==> src/rtl/primogen_pkg.sv <==
// Shared types for the primogen arbiter: FSM state encoding and default result width.
package primogen_pkg;

  localparam int PRIMOGEN_W = 16;

  typedef enum logic [2:0] {
    ST_RESTART   = 3'd0,
    ST_IDLE      = 3'd1,
    ST_GO        = 3'd2,
    ST_WAIT_FALL = 3'd3,
    ST_WAIT_RISE = 3'd4,
    ST_DONE      = 3'd5
  } primogen_arb_state_t;

endpackage

==> src/rtl/primogen_rr_arb.sv <==
// Combinational round-robin picker: first requester at or after ptr wins; ptr_nxt points past it.
module primogen_rr_arb #(
  parameter int NREQ = 4,
  parameter int PW   = 2
) (
  input  logic [NREQ-1:0] req,
  input  logic [PW-1:0]   ptr,
  input  logic            en,
  output logic [NREQ-1:0] win,
  output logic [PW-1:0]   ptr_nxt
);

  int idx;

  always_comb begin
    win     = '0;
    ptr_nxt = ptr;
    idx     = 0;
    if (en) begin
      // Scan from farthest to nearest so the nearest requester overwrites last.
      for (int i = NREQ - 1; i >= 0; i--) begin
        idx = (int'(ptr) + i) % NREQ;
        if (((req >> idx) & NREQ'(1)) != '0) begin
          win     = NREQ'(1) << idx;
          ptr_nxt = PW'((idx + 1) % NREQ);
        end
      end
    end
  end

endmodule

==> src/rtl/primogen_arb.sv <==
// Round-robin sharing of one primogen generator between NREQ clients, including generator restart.
// Optional watchdog on the wait states: define PRIMOGEN_ARB_TIMEOUT_EN.
//
// state        | meaning
// RESTART      | gen_rst high for one cycle, sequence restarts at 1
// IDLE         | waiting for a request while the generator is ready
// GO           | gen_go pulse to the generator
// WAIT_FALL    | waiting for gen_ready to drop
// WAIT_RISE    | waiting for gen_ready to return, then capture gen_res
// DONE         | done/err pulse to the granted client
module primogen_arb
  import primogen_pkg::*;
#(
  parameter int NREQ    = 4,
  parameter int W       = PRIMOGEN_W,
  parameter int TIMEOUT = 1024
) (
  input  logic            clk,
  input  logic            rst,
  input  logic [NREQ-1:0] req,
  output logic [NREQ-1:0] gnt,
  output logic [NREQ-1:0] done,
  output logic [NREQ-1:0] err,
  output logic [W-1:0]    res,
  output logic            busy,
  output logic            gen_go,
  output logic            gen_rst,
  input  logic            gen_ready,
  input  logic            gen_error,
  input  logic [W-1:0]    gen_res
);

  localparam int PW = $clog2(NREQ);

  primogen_arb_state_t state_q, state_d;
  logic [NREQ-1:0]     gnt_q, gnt_d;
  logic [PW-1:0]       ptr_q, ptr_d;
  logic [PW-1:0]       nptr_q, nptr_d;
  logic [W-1:0]        res_q, res_d;
  logic                err_q, err_d;
  logic [NREQ-1:0]     win;
  logic [PW-1:0]       win_ptr_nxt;
  logic                waiting;
  logic                wd_expired;

  assign waiting = (state_q == ST_WAIT_FALL) || (state_q == ST_WAIT_RISE);

  primogen_rr_arb #(.NREQ(NREQ), .PW(PW)) u_rr (
    .req     (req),
    .ptr     (ptr_q),
    .en      ((state_q == ST_IDLE) && gen_ready),
    .win     (win),
    .ptr_nxt (win_ptr_nxt)
  );

`ifdef PRIMOGEN_ARB_TIMEOUT_EN
  localparam int CW = $clog2(TIMEOUT + 1);
  logic [CW-1:0] wd_q, wd_d;

  always_comb begin
    wd_d = CW'(TIMEOUT - 1);
    if (waiting && (wd_q != '0)) wd_d = wd_q - CW'(1);
  end

  always_ff @(posedge clk or negedge rst) begin
    if (!rst) wd_q <= CW'(TIMEOUT - 1);
    else      wd_q <= wd_d;
  end

  assign wd_expired = waiting && (wd_q == '0);
`else
  // Watchdog compiled out: never expires.
  assign wd_expired = (TIMEOUT < 0);
`endif

  always_comb begin
    state_d = state_q;
    gnt_d   = gnt_q;
    ptr_d   = ptr_q;
    nptr_d  = nptr_q;
    res_d   = res_q;
    err_d   = err_q;
    case (state_q)
      ST_RESTART: state_d = ST_IDLE;
      ST_IDLE: begin
        if (win != '0) begin
          gnt_d   = win;
          nptr_d  = win_ptr_nxt;
          state_d = ST_GO;
        end
      end
      ST_GO: state_d = ST_WAIT_FALL;
      ST_WAIT_FALL: begin
        if (!gen_ready) begin
          state_d = ST_WAIT_RISE;
        end else if (wd_expired) begin
          err_d   = 1'b1;
          state_d = ST_DONE;
        end
      end
      ST_WAIT_RISE: begin
        if (gen_ready) begin
          res_d   = gen_res;
          err_d   = gen_error;
          state_d = ST_DONE;
        end else if (wd_expired) begin
          err_d   = 1'b1;
          state_d = ST_DONE;
        end
      end
      ST_DONE: begin
        ptr_d   = nptr_q;
        gnt_d   = '0;
        err_d   = 1'b0;
        state_d = err_q ? ST_RESTART : ST_IDLE;
      end
      default: state_d = ST_RESTART;
    endcase
  end

  always_ff @(posedge clk or negedge rst) begin
    if (!rst) begin
      state_q <= ST_RESTART;
      gnt_q   <= '0;
      ptr_q   <= '0;
      nptr_q  <= '0;
      res_q   <= '0;
      err_q   <= 1'b0;
    end else begin
      state_q <= state_d;
      gnt_q   <= gnt_d;
      ptr_q   <= ptr_d;
      nptr_q  <= nptr_d;
      res_q   <= res_d;
      err_q   <= err_d;
    end
  end

  assign gnt     = gnt_q;
  assign done    = (state_q == ST_DONE) ? gnt_q : '0;
  assign err     = ((state_q == ST_DONE) && err_q) ? gnt_q : '0;
  assign res     = res_q;
  assign busy    = (state_q != ST_IDLE);
  assign gen_go  = (state_q == ST_GO);
  assign gen_rst = (state_q == ST_RESTART);

endmodule

==> config.mk <==
export PLATFORM = sky130hd
export DESIGN_NAME = primogen_arb
export DESIGN_NICKNAME = d
export VERILOG_FILES = /design/src/rtl/primogen_pkg.sv /design/src/rtl/primogen_rr_arb.sv /design/src/rtl/primogen_arb.sv
export SDC_FILE = /design/constraint.sdc
export NUM_CORES = 1
export LEC_CHECK = 0
export ABC_AREA = 1
export BUFFER_PORTS_ARGS = -buffer_cell sky130_fd_sc_hd__clkbuf_2
export CAP_MARGIN = 0
export CELL_PAD_IN_SITES_DETAIL_PLACEMENT = 0
export CELL_PAD_IN_SITES_GLOBAL_PLACEMENT = 2
export CORE_AREA = 2 2 78 80
export DETAILED_ROUTE_END_ITERATION = 6
export DIE_AREA = 0 0 80 82
export PLACE_DENSITY_LB_ADDON = 0.12
export SLEW_MARGIN = 10
export SYNTH_ARGS = -nofsm -noshare
export SYNTH_HDL_FRONTEND = slang
export SYNTH_SLANG_ARGS = --single-unit
==> constraint.sdc <==
create_clock -name clk -period 6.1 [get_ports clk]
set_clock_uncertainty 0.15 [all_clocks]
set_input_delay 1.525 -clock clk [delete_from_list [all_inputs] [get_ports clk]]
set_output_delay 1.525 -clock clk [all_outputs]
set_load 0.05 [all_outputs]
# [Yosys cells after proc, flatten, opt, wreduce, memory -nomap -nowiden]
# Index checks and enable logic that the tools add are counted.
[word_totals] register_bits=28 latchBits=0 ramBits=0 mem_bits_ro=0 input_bits=24 out_inout_bits=31 elab_cells=67 memories=0
[classes] addsub=6 n_mul=0 div_mod_pow=0 n_lt_le_gt_ge=0 n_eq_ne=9 shift=8 mux=21 bitwise=3 reduce_logical=14
[ops] cell="1-bit by 32-bit << shifter with 4-bit output (first input constant)" n=3
[ops] cell="4-bit by 32-bit >> shifter with 1-bit output" n=3
[ops] cell="4-bit two-way mux" n=8
[ops] cell="3-bit one-hot mux with 6 select lines" n=1
[ops] cell="2-bit adder (second input constant)" n=5
[ops] cell="2-bit two-way mux" n=5
[ops] cell="3-bit two-way mux" n=3
[ops] cell="4-bit one-hot mux with 2 select lines" n=1
[ops] cell="2-bit AND reduction" n=4
[ops] cell="3-bit by 2-bit equality test with 1-bit output (second input constant)" n=2
[ops] cell="3-bit equality test (second input constant)" n=2
[ops] cell="2-bit OR reduction" n=3
[ops] cell="2-bit inequality test (second input constant)" n=2
[ops] cell="2-bit nonzero test" n=2
[ops] cell="4-bit nonzero test" n=1
[ops] cell="1-bit by 2-bit << shifter with 4-bit output (first input constant)" n=1
[ops] cell="4-bit by 2-bit >> shifter with 1-bit output" n=1
[ops] cell="1-bit AND (first input constant)" n=3
[ops] cell="3-bit by 1-bit equality test with 1-bit output (second input constant)" n=1
[ops] cell="3-bit zero test" n=1
[ops] cell="3-bit by 1-bit inequality test with 1-bit output (second input constant)" n=1
[ops] cell="3-bit AND reduction" n=1
[ops] cell="2-bit by 1-bit adder with 2-bit output (second input constant)" n=1
[ops] cell="1-bit logical AND" n=2
[ops] cell="other kinds (3)" n=4

# [Longest topological paths before layout]
[logic_depth] ltp_word=12 depth_mapped=16

# [Hierarchy]
# A second synthesis with hierarchy kept.
[hier_totals] cells_unflattened=243 area_unflattened_um2=1803.0
[by_module_without_submodules] mod="primogen_arb" n_inst=1 cells_each=155 area_per_inst_um2=1303.8
[by_module_without_submodules] mod="primogen_rr_arb" n_inst=1 cells_each=88 area_per_inst_um2=499.2

# [Worst setup path before layout]
# Ideal clock, no wire load.
[synth_path] path_type="register -> output" from="reg state_q[2]" to="out done[0]" arrival_ns=1.598 required_ns=4.425 path_slack_ns=2.827 path_stages_with_launch=7 n_path_buf=0 path_cell_list="dfrtp_1 > inv_1 > nor2_1 > inv_1 > nor2_1 > inv_1 > nor2_1"
[synth_via] elab_chain_len=2
[synth_lines] element="start: declaration" line="primogen_arb.sv:35" rtl="primogen_arb_state_t state_q, state_d;"
[synth_lines] element="start signal: assignment" line="primogen_arb.sv:130" rtl="state_q <= state_d;"
[synth_lines] element="3-bit equality test" line="primogen_arb.sv:140" rtl="assign done = (state_q == ST_DONE) ? gnt_q : '0;"
[synth_lines] element="4-bit two-way mux" line="primogen_arb.sv:140"
[synth_lines] element="end: declaration" line="primogen_arb.sv:22" rtl="output logic [NREQ-1:0] done,"
# Every way passes these cells.

# [Worst setup path after layout]
[layout_path] from="reg state_q[1]" to="out done[3]"
# Same word-level chain as after synthesis.

==> flow_summary.ini <==
[synth]
synth_seq_area_share_pct = 41.9
synth_edf_count = 0
synth_async_sr_flop_share_pct = 100
syn_area_mm2 = 0.00167
synth.distinct_cells = 23
syn_avg_cell_area_um2 = 8.00
synth_flop_cell = dfrtp_1
ys.warnings.count = 0
synthesis.nets = 240
ys_seq_elements = 28
synthCells = 209

[finish]
layout_commonest_cell = clkbuf_2
area_growth_pct = 24.8
diodes = 0
drive_gt1_share_pct = 32.3
fin_util_pct = 36.3
final_cell_mix = 54 x clkbuf_2, 46 x nand2_1, 31 x inv_1
final_nets = 298

[sta]
whs_ns = 0.342
setup_viol = 0
slew_headroom_pct = 52.0
period_needed_ns = 3.49
slew_violations = 0
worstMarginPinSlew_ns = 0.721
final.setup.tns_ns = 0
finalCritPeriodShare_pct = 57.1
fmax_mhz = 287
hold_viol = 0
rsz0062_at_grt = no

[power]
swShare_pct = 55.2
power_density_mw_per_mm2 = 567
switching_power_w = 0.000652
pwr-share-clk_pct = 9.8
internal_power_w = 0.000530
p_seq_share_pct = 26.9
power_w = 0.00118
pwr-share-comb_pct = 63.4
p_leak_nw = 1.17
vdd_drop_max_v = 0.000250

[worst_setup_path]
crit_type = reg2out
end_kind = primary output
path_delay_family = simple AND/OR/NAND/NOR gates
cpMostUsedCell = nor2_1
path_buf_inv = 3
critPathSlowestCell = dfrtp_1
required_ns = 4.43
crit_fanout = 6
critPathMaxStageDelay_ns = 0.43
worstPathArrival_ns = 1.81
path_cells = nor2_1 > inv_1 > nor2_1 > inv_1 > nor2_1 > clkbuf_2
cp-start-kind = register

[grt]
antenna_found_initial = 0
first_global_vias = 1536
grt_max_degree = 29
grt_pass1_wl_um = 6910
grt_overflow_total = 0
grt_use_total_pct = 13.4

[routing]
via_count = 1519
drtPass1Iterations = 4
drcViolationCount = 0
wire_per_inst_um = 12.0
wirelength_um = 4100
ant_nets = 0
routed_via_density = 4.45
drt-initial-drc-count = 26

[clocking]
ctsRootBufferMaster = clkbuf_8
clk_latency_ns = 0.27
cts_sinks = 28
cts_setup_buffers = 0
cts_buffers = 3
ctsHoldBuffers = 0
h-tree-depth = 1
clockBufferDepth = 2
ctsResizeCount = 0
cts_tree = done
path_clk_slew_ns = 0.10

[floorplanning]
fp.dieW_um = 80
io_pins = 55
core_area_mm2 = 0.00575
die_h_um = 82
die-area_mm2 = 0.00656
rows = 28
start_util_pct = 29.1

[run]
cap_violations = 0

[placed_design]
dp_hpwl_um = 3250
portBuffers = 54
gp_congestion = 0.716

[min_path]
hold_path.class = reg2reg

[status]
status = finished clean
==> power groups by stage <==
stage               Sequential [W]  Clock (W)  Combinational [W]
floorplan                 0.000516          0           0.000384
global placement          0.000321          0           0.000768
detailed placement        0.000321          0           0.000756
CTS                       0.000318   0.000121           0.000758
global route              0.000329   0.000128           0.000827
finish                    0.000318   0.000115           0.000749
==> through the flow <==
step / cell area, um2 / worst slack, ns / std cells
6_report: 2090 / 2.61 / 341
5_1_grt: 2090 / 2.37 / 341
4_1_cts: 2090 / 2.54 / 341
3_5_place_dp: 2030 / 2.86 / 337
3_3_place_gp: 2030 / 2.83 / 337
2_1_floorplan: 1670 / 2.83 / 209
==> layout make-up <==
cell class                      instances  area [um2]
Fill cell                             640        3660
Inverter                               34         128
Timing Repair Buffer                   54         270
Multi-Input combinational cell        146         840
Tap cell                               75        93.8
Sequential cell                        28         701
Clock buffer                            4        55.1
==> cell families (layout without fill, tap and decap cells) <==
| logic type | after synthesis | count (layout) | share of synthesized area, % |
|---|---|---|---|
| DFF | 28 | 28 | 41.9 |
| and+or+nand+nor | 101 | 101 | 27.2 |
| buffers and inverters | 35 | 92 | 7.93 |
| AOI/OAI and AO/OA | 21 | 21 | 6.51 |
| xor gates and xnor gates | 1 | 1 | 0.524 |
| muxes | 16 | 16 | 10.8 |
| adders and majority gates | 7 | 7 | 5.24 |
==> flip-flops by register name, summed over array words and instances (netlist names) <==
| register | count |
|---|---|
| res | 16 |
| nptr_q | 2 |
| gnt | 4 |
| state_q | 3 |
| err_q | 1 |
| ptr_q | 2 |
==> final timing paths <==
| path | cells after the start | start | slack [ns] | end |
|---|---|---|---|---|
| max | 6 | state_q[1] | 2.61 | done[3] |
| min | 2 | nptr_q[0] | 0.34 | nptr_q[0] |
| max reg2reg | 14 | ptr_q[0] | 3.38 | state_q[1] |
| min reg2reg | 2 | nptr_q[0] | 0.34 | nptr_q[0] |
| max in group asynchronous | 1 | rst | 4.21 | state_q[1] |
| min in group asynchronous | 1 | rst | 1.14 | res[15] |
==> synth_stat cells (2+ instances only) <==
cell	number	area share (%)
nand2_2	7	2.6
inv_2	2	0.45
nand4_1	2	0.75
nor3_1	3	0.90
ha_1	7	5.2
nand2_1	46	10
nand3_1	18	5.4
o21ai_0	13	3.9
inv_1	31	7.0
dfrtp_1	28	42
nor2_1	20	4.5
mux2_2	16	11
o21ai_1	5	1.5
nand3_2	2	1.2
==> metal layers <==
| layer | vias up | GRT usage (%) | part of all wire [%] |
|---|---|---|---|
| li1 | 780 | - | - |
| met1 | 695 | 15.5 | 43 |
| met2 | 39 | 25.6 | 51 |
| met3 | 5 | 1.98 | 4.1 |
| met4 | 0 | 4.07 | 1.1 |
| met5 | - | 0 | 0 |
==> worst min-delay path: cells and delay by family, from the launching register on <==
kind	cells	cell delay, ns
DFF	1	0.36
and+or+nand+nor	2	0.11
Note: power is estimated with default switching activity, not from simulation.
